--- src/rtl/game_pkg.sv ---
// ---------------------------------------------------------------------------
// game_pkg
// Shared types and constants for the two-player binary-number game:
//   state_e   - turn sequencer states
//   player_e  - player / winner codes (NONE, P1, P2, TIE)
//   LED_*     - fixed board LED patterns
//   LFSR_TAPS - Galois tap mask for x^8+x^6+x^5+x^4+1 (right-shifting form)
// ---------------------------------------------------------------------------
package game_pkg;

    typedef enum logic [2:0] {
        ST_IDLE,
        ST_P1_TURN,
        ST_P1_DONE,
        ST_P2_TURN,
        ST_RESULT
    } state_e;

    typedef enum logic [1:0] {
        PL_NONE = 2'd0,
        PL_P1   = 2'd1,
        PL_P2   = 2'd2,
        PL_TIE  = 2'd3
    } player_e;

    localparam logic [7:0] LED_ALL_ON  = 8'hFF;
    localparam logic [7:0] LED_ALL_OFF = 8'h00;
    localparam logic [7:0] LED_P1_WIN  = 8'hF0;
    localparam logic [7:0] LED_P2_WIN  = 8'h0F;
    localparam logic [7:0] LED_TIE     = 8'hFF;

    localparam logic [7:0] LFSR_TAPS   = 8'hB8;

    // LED pattern shown while the result is on display.
    function automatic logic [7:0] winner_led(input player_e w);
        case (w)
            PL_P1:   winner_led = LED_P1_WIN;
            PL_P2:   winner_led = LED_P2_WIN;
            PL_TIE:  winner_led = LED_TIE;
            default: winner_led = LED_ALL_OFF;
        endcase
    endfunction

endpackage

--- src/rtl/game_lfsr.sv ---
// ---------------------------------------------------------------------------
// game_lfsr
// 8-bit Galois LFSR, polynomial x^8+x^6+x^5+x^4+1 (maximal length, 255 states).
//   clk, rst_n : clock, asynchronous active-low reset (loads SEED)
//   en         : advance one step this cycle
//   value      : current LFSR state, never zero
// ---------------------------------------------------------------------------
module game_lfsr
    import game_pkg::*;
#(
    parameter logic [7:0] SEED = 8'hA5
) (
    input  logic       clk,
    input  logic       rst_n,
    input  logic       en,
    output logic [7:0] value
);

    // An all-zero seed would lock the register up; fall back to 1.
    localparam logic [7:0] SEED_SAFE = (SEED == 8'h00) ? 8'h01 : SEED;

    logic [7:0] lfsr_q, lfsr_d;

    always_comb begin
        lfsr_d = lfsr_q;
        if (en) begin
            lfsr_d = {1'b0, lfsr_q[7:1]} ^ (lfsr_q[0] ? LFSR_TAPS : 8'h00);
        end
    end

    always_ff @(posedge clk or negedge rst_n) begin
        if (!rst_n) lfsr_q <= SEED_SAFE;
        else        lfsr_q <= lfsr_d;
    end

    assign value = lfsr_q;

endmodule

--- src/rtl/game_turn_sequencer.sv ---
// ---------------------------------------------------------------------------
// game_turn_sequencer
// Top-level controller: mode select, P1 then P2 timed turns, random targets,
// score accumulation and winner declaration; drives the 8 board LEDs.
//   clk, rst_n     : clock, asynchronous active-low reset
//   UP, DOWN       : start/advance and mode-toggle buttons
//   answer_valid   : one-cycle strobe, answer submitted
//   answer_correct : qualifies answer_valid
//   game_mode      : 0 unsigned, 1 two's complement
//   target         : number the active player must convert
//   active_player  : 0 none, 1 P1, 2 P2
//   sec_left       : seconds remaining in the current turn
//   p1_score, p2_score : saturating scores
//   winner         : 0 none, 1 P1, 2 P2, 3 tie (valid in RESULT)
//   Led            : board LEDs
// Build option SEQ_BUTTON_SYNC_EN: when defined, UP/DOWN are raw async levels
// that are synchronised and edge-detected here (3 cycles extra latency);
// otherwise they are taken as synchronous single-cycle pulses.
// ---------------------------------------------------------------------------
module game_turn_sequencer
    import game_pkg::*;
#(
    parameter int         TICKS_PER_SEC = 100_000_000,
    parameter int         TURN_SECONDS  = 30,
    parameter int         SCORE_W       = 5,
    parameter logic [7:0] LFSR_SEED     = 8'hA5
) (
    input  logic               clk,
    input  logic               rst_n,
    input  logic               UP,
    input  logic               DOWN,
    input  logic               answer_valid,
    input  logic               answer_correct,
    output logic               game_mode,
    output logic [7:0]         target,
    output logic [1:0]         active_player,
    output logic [5:0]         sec_left,
    output logic [SCORE_W-1:0] p1_score,
    output logic [SCORE_W-1:0] p2_score,
    output logic [1:0]         winner,
    output logic [7:0]         Led
);

    localparam int                 TICK_W    = (TICKS_PER_SEC > 1) ? $clog2(TICKS_PER_SEC) : 1;
    localparam logic [TICK_W-1:0]  TICK_LAST = TICK_W'(TICKS_PER_SEC - 1);
    localparam logic [5:0]         TURN_LOAD = 6'(TURN_SECONDS);
    localparam logic [SCORE_W-1:0] SCORE_MAX = {SCORE_W{1'b1}};

    // ---------------- button front end ----------------
    logic up_p, dn_p;

`ifdef SEQ_BUTTON_SYNC_EN
    // bit 0 = UP, bit 1 = DOWN
    logic [1:0] meta_q, meta_d, sync_q, sync_d, prev_q, prev_d, pulse_q, pulse_d;

    always_comb begin
        meta_d  = {DOWN, UP};
        sync_d  = meta_q;
        prev_d  = sync_q;
        pulse_d = sync_q & ~prev_q;  // one pulse per rising edge
    end

    always_ff @(posedge clk or negedge rst_n) begin
        if (!rst_n) begin
            meta_q  <= 2'b00;
            sync_q  <= 2'b00;
            prev_q  <= 2'b00;
            pulse_q <= 2'b00;
        end else begin
            meta_q  <= meta_d;
            sync_q  <= sync_d;
            prev_q  <= prev_d;
            pulse_q <= pulse_d;
        end
    end

    assign up_p = pulse_q[0];
    assign dn_p = pulse_q[1];
`else
    assign up_p = UP;
    assign dn_p = DOWN;
`endif

    // ---------------- random target source ----------------
    logic [7:0] lfsr_val;

    game_lfsr #(.SEED(LFSR_SEED)) u_lfsr (
        .clk   (clk),
        .rst_n (rst_n),
        .en    (1'b1),
        .value (lfsr_val)
    );

    // ---------------- sequencer state ----------------
    state_e             state_q, state_d;
    logic               mode_q, mode_d;
    logic [7:0]         target_q, target_d;
    logic [5:0]         sec_q, sec_d;
    logic [TICK_W-1:0]  tick_q, tick_d;
    logic [SCORE_W-1:0] p1_q, p1_d, p2_q, p2_d;
    player_e            winner_q, winner_d;

    logic in_p1, in_p2, tick_wrap;

    assign in_p1     = (state_q == ST_P1_TURN);
    assign in_p2     = (state_q == ST_P2_TURN);
    assign tick_wrap = (tick_q == TICK_LAST);

    always_comb begin
        state_d  = state_q;
        mode_d   = mode_q;
        target_d = target_q;
        sec_d    = sec_q;
        tick_d   = tick_q;
        p1_d     = p1_q;
        p2_d     = p2_q;
        winner_d = winner_q;

        case (state_q)
            ST_IDLE: begin
                // UP has priority: a simultaneous DOWN does not flip the mode.
                if (up_p) begin
                    state_d  = ST_P1_TURN;
                    p1_d     = '0;
                    p2_d     = '0;
                    target_d = lfsr_val;
                    sec_d    = TURN_LOAD;
                    tick_d   = '0;
                end else if (dn_p) begin
                    mode_d = ~mode_q;
                end
            end

            ST_P1_TURN, ST_P2_TURN: begin
                if (answer_valid) target_d = lfsr_val;
                if (answer_valid && answer_correct) begin
                    if (in_p1) p1_d = (p1_q == SCORE_MAX) ? p1_q : p1_q + SCORE_W'(1);
                    else       p2_d = (p2_q == SCORE_MAX) ? p2_q : p2_q + SCORE_W'(1);
                end
                if (tick_wrap) begin
                    tick_d = '0;
                    sec_d  = sec_q - 6'd1;
                    if (sec_q == 6'd1) begin
                        if (in_p1) begin
                            state_d = ST_P1_DONE;
                        end else begin
                            // Compare post-update scores so an answer in the
                            // expiry cycle counts toward the result.
                            state_d = ST_RESULT;
                            if (p1_d > p2_d)      winner_d = PL_P1;
                            else if (p2_d > p1_d) winner_d = PL_P2;
                            else                  winner_d = PL_TIE;
                        end
                    end
                end else begin
                    tick_d = tick_q + TICK_W'(1);
                end
            end

            ST_P1_DONE: begin
                if (up_p) begin
                    state_d  = ST_P2_TURN;
                    target_d = lfsr_val;
                    sec_d    = TURN_LOAD;
                    tick_d   = '0;
                end
            end

            ST_RESULT: begin
                if (up_p) begin
                    state_d  = ST_IDLE;
                    winner_d = PL_NONE;
                end
            end

            default: state_d = ST_IDLE;
        endcase
    end

    always_ff @(posedge clk or negedge rst_n) begin
        if (!rst_n) begin
            state_q  <= ST_IDLE;
            mode_q   <= 1'b0;
            target_q <= 8'h00;
            sec_q    <= 6'd0;
            tick_q   <= '0;
            p1_q     <= '0;
            p2_q     <= '0;
            winner_q <= PL_NONE;
        end else begin
            state_q  <= state_d;
            mode_q   <= mode_d;
            target_q <= target_d;
            sec_q    <= sec_d;
            tick_q   <= tick_d;
            p1_q     <= p1_d;
            p2_q     <= p2_d;
            winner_q <= winner_d;
        end
    end

    // ---------------- outputs ----------------
    always_comb begin
        active_player = PL_NONE;
        Led           = LED_ALL_OFF;
        case (state_q)
            ST_IDLE:    Led = mode_q ? LED_ALL_ON : LED_ALL_OFF;
            ST_P1_TURN: begin active_player = PL_P1; Led = target_q; end
            ST_P2_TURN: begin active_player = PL_P2; Led = target_q; end
            ST_P1_DONE: Led = 8'(p1_q);
            ST_RESULT:  Led = winner_led(winner_q);
            default:    Led = LED_ALL_OFF;
        endcase
    end

    assign game_mode = mode_q;
    assign target    = target_q;
    assign sec_left  = sec_q;
    assign p1_score  = p1_q;
    assign p2_score  = p2_q;
    assign winner    = winner_q;

endmodule

--- config.mk ---
export PLATFORM = sky130hd
export DESIGN_NAME = game_turn_sequencer
export DESIGN_NICKNAME = d
export VERILOG_FILES = /design/src/rtl/game_pkg.sv /design/src/rtl/game_lfsr.sv /design/src/rtl/game_turn_sequencer.sv
export SDC_FILE = /design/constraint.sdc
export NUM_CORES = 1
export LEC_CHECK = 0
export ABC_AREA = 1
export CORE_UTILIZATION = 45
export DETAILED_ROUTE_END_ITERATION = 12
export MAX_ROUTING_LAYER = met4
export PLACE_DENSITY = 0.72
export SYNTH_ARGS = -nofsm -noshare
export SYNTH_HDL_FRONTEND = slang
export SYNTH_SLANG_ARGS = --single-unit
--- constraint.sdc ---
create_clock -name clk -period 1.8 [get_ports clk]
set_input_delay 0.36 -clock clk [delete_from_list [all_inputs] [get_ports clk]]
set_output_delay 0.36 -clock clk [all_outputs]
set_load 0.03 [all_outputs]
==> results.yml <==
place:
  hpwl_um: 7650
  dpl_cell_area_um2: 4940
  globalplace.congestion: 0.927
  portBuffers: 42
route:
  antenna_left: 0
  vias: 4123
  drtPass1Iterations: 5
  drc_errors: 0
  routed_wirelength_um: 11700
  drt_iter0_drc: 234
  wl_per_cell_um: 15.1
  vias_per_cell: 5.31
sta:
  hold_ws_ps: 11.0
  setup-violations-final: 10
  worst_slack_ps: -374
  finalSetupTns_ps: -2610
  slew_violations: 0
  layout_min_cycle_time_ps: 2170
  clock.fmax_mhz: 460
  skew_ps: 10.9
  slew_headroom_pct: 72.2
  rsz0062_at_grt: "true"
  fin_crit_sh_pct: 121
  worst_pin_slew_ps: 416
  finalHoldViolations: 0
pwr:
  leakagePower_uw: 0.00285
  p_per_area_nw_per_um2: 1420
  ir_drop_mv: 1.10
  pwr-share-comb_pct: 55.0
  p_int_uw: 4420
  switchingPower_uw: 3470
  power_frac_seq_pct: 24.9
  power_switching_share_pct: 43.9
  p_clk_share_pct: 20.1
  p_total_uw: 7890
floorplan:
  die_h_um: 96.3
  ios: 43
  die_w_um: 96.3
  start_util_pct: 46.1
  die-area_um2: 9270
  rows: 34
  core_um2: 8680
cells_and_area:
  diodes: 0
  nNetsFinal: 680
  drive_gt1_share_pct: 28.4
  design_area_um2: 5550
  area_delta_synth_final_pct: 38.8
synthesis:
  async_flop_share_pct: 100
  ys_seq_area_share_pct: 40.8
  synth.cell_area_um2: 4000
  yosys_warnings: 0
  syn-num-nets: 570
  synth_top_area_share_pct: 38.2
  synth_seq_cells: 65
  synth_cell_types: 34
  synthFlopType: "dfrtp_1"
  synth_area_leaders: "dfrtp_1 38%, nand2_1 17%, nor2_1 6.9%"
  synth_cells: 554
  syn_area_per_cell_um2: 7.22
  synth_edf_count: 0
  yosysTopAreaCell: "dfrtp_1"
global_route:
  overflow: 0
  grt_pass1_wl_um: 18000
  grt_pass1_vias: 3845
  grt_max_degree: 66
  grt_antenna_before_repair: 0
  track_usage_pct: 26.5
clocking:
  cts_made_buffers: 9
  cts_sinks: 65
  cts_tree: "built"
  clock_path_buffers: 2
  h-tree-depth: 3
  worstSkewPairLatency_ps: 350
  holdBufCountCts: 0
  path_clk_slew_ps: 80
  cts_root_buf: "clkbuf_8"
critical_path:
  reg2reg_depth: 12
  startpoint_type: "flop"
  critPathMaxFanout: 5
  path_class: "reg -> out"
  worstPathArrival_ps: 1810
  critPathCaptureType: "primary output"
  cp.required_ps: 1440
outcome:
  outcome: "finished with violations"
  violations: "negative setup slack"
flow_run:
  drv_cap: 0
hold_path:
  hp-class: "in -> async"
[final timing paths]
path / start / to / slack [ps]
max: state_q[0]$_DFFE_PN0P_ / Led[4] / -370
min: rst_n / tick_q[20]$_DFFE_PN0P_ / 10
max reg2reg: p2_score[1]$_DFFE_PN0P_ / winner[0]$_DFFE_PN0P_ / -340
min reg2reg: u_lfsr.value[1]$_DFF_PN0_ / u_lfsr.value[0]$_DFF_PN1_ / 400
max in group asynchronous: rst_n / u_lfsr.value[7]$_DFF_PN1_ / 1450
min in group clk: u_lfsr.value[1]$_DFF_PN0_ / u_lfsr.value[0]$_DFF_PN1_ / 400
[synthesized netlist by cell type (all sizes together) (2+ instances only)]
cell type  instances
a21oi              8
buf                5
dfrtp             61
dfstp              4
ha                10
inv               68
mux2               8
nand2            190
nand3             52
nand4             12
nor2              83
nor3               4
o211ai             3
o21ai             21
o22ai              4
or2                2
xnor2              4
xor2              11
[layer usage]
metal	wire length (um)	GRT usage [%]
met5	0	-
met4	333	10.4
met3	793	6.00
met2	5710	42.5
met1	4890	32.4
[power by group through the flow]
stage / Clock (uW) / Sequential (uW) / Combinational (uW)
global route: 1660 / 1990 / 4650
floorplan: 0 / 2280 / 1850
finish: 1590 / 1970 / 4340
CTS: 1610 / 1960 / 4000
global placement: 0 / 1950 / 3620
detailed placement: 0 / 1960 / 3690
[worst max-delay path, stage by stage (launching register included)]
cell      delay, ps
dfrtp_2         430
buf_6           150
nor2_2          100
inv_1            70
nor2_2          150
inv_2            90
o211ai_1        260
buf_4           220
[cells in the final DEF (no fill, tap or decap), types with 5 or more instances in the layout]
cell type / n
clkbuf_8: 10
o21ai_0: 7
buf_6: 9
nand2_2: 18
nor2_1: 65
dlygate4sd2_1: 19
a21oi_1: 5
nor2_2: 7
dlymetal6s2s_1: 8
nand4_1: 12
inv_1: 54
inv_2: 11
nor2_4: 10
nand3_1: 47
buf_4: 61
o21ai_2: 7
ha_4: 6
dfrtp_2: 6
dfrtp_1: 55
mux2_2: 8
nand2_1: 168
xor2_1: 10
[final cells by class]
class                           instances  area, um2
Clock buffer                           10        138
Clock inverter                          6        115
Fill cell                             719       3130
Inverter                               68        263
Multi-Input combinational cell        416       2350
Sequential cell                        65       1640
Tap cell                              108        135
Timing Repair Buffer                  104        911
[state kept, by name, indices dropped and copies added (netlist names)]
signal        cells
game_mode         1
p1_score          5
p2_score          5
sec_left          6
state_q           3
target            8
tick_q           27
u_lfsr.value      8
winner            2
[repair_timing]
action                                  CTS  global route
resized for setup                        76            24
buffers inserted                          5             8
pin swaps                                15            23
gates cloned                              0             0
endpoints found under the setup margin   28            21
[cell families (layout without fill, tap and decap cells)]
logic type,Yosys count,after routing,share of synthesized area (%)
simple gates,343,343,36.9
buf+inv,73,188,7.23
flops,65,65,40.8
compound gates,40,40,6.41
xor+xnor,15,15,3.28
fa+ha+maj,10,10,3.13
mux,8,8,2.25
[metrics by stage]
step	setup slack (ps)	util, %	std cells
floorplan	-206	-	554
global placement	-550	56.9	748
detailed placement	-616	56.9	748
CTS	-291	62.4	769
global route	-444	64.0	777
finish	-374	64.0	777
Power figures use the tool's default switching activity.
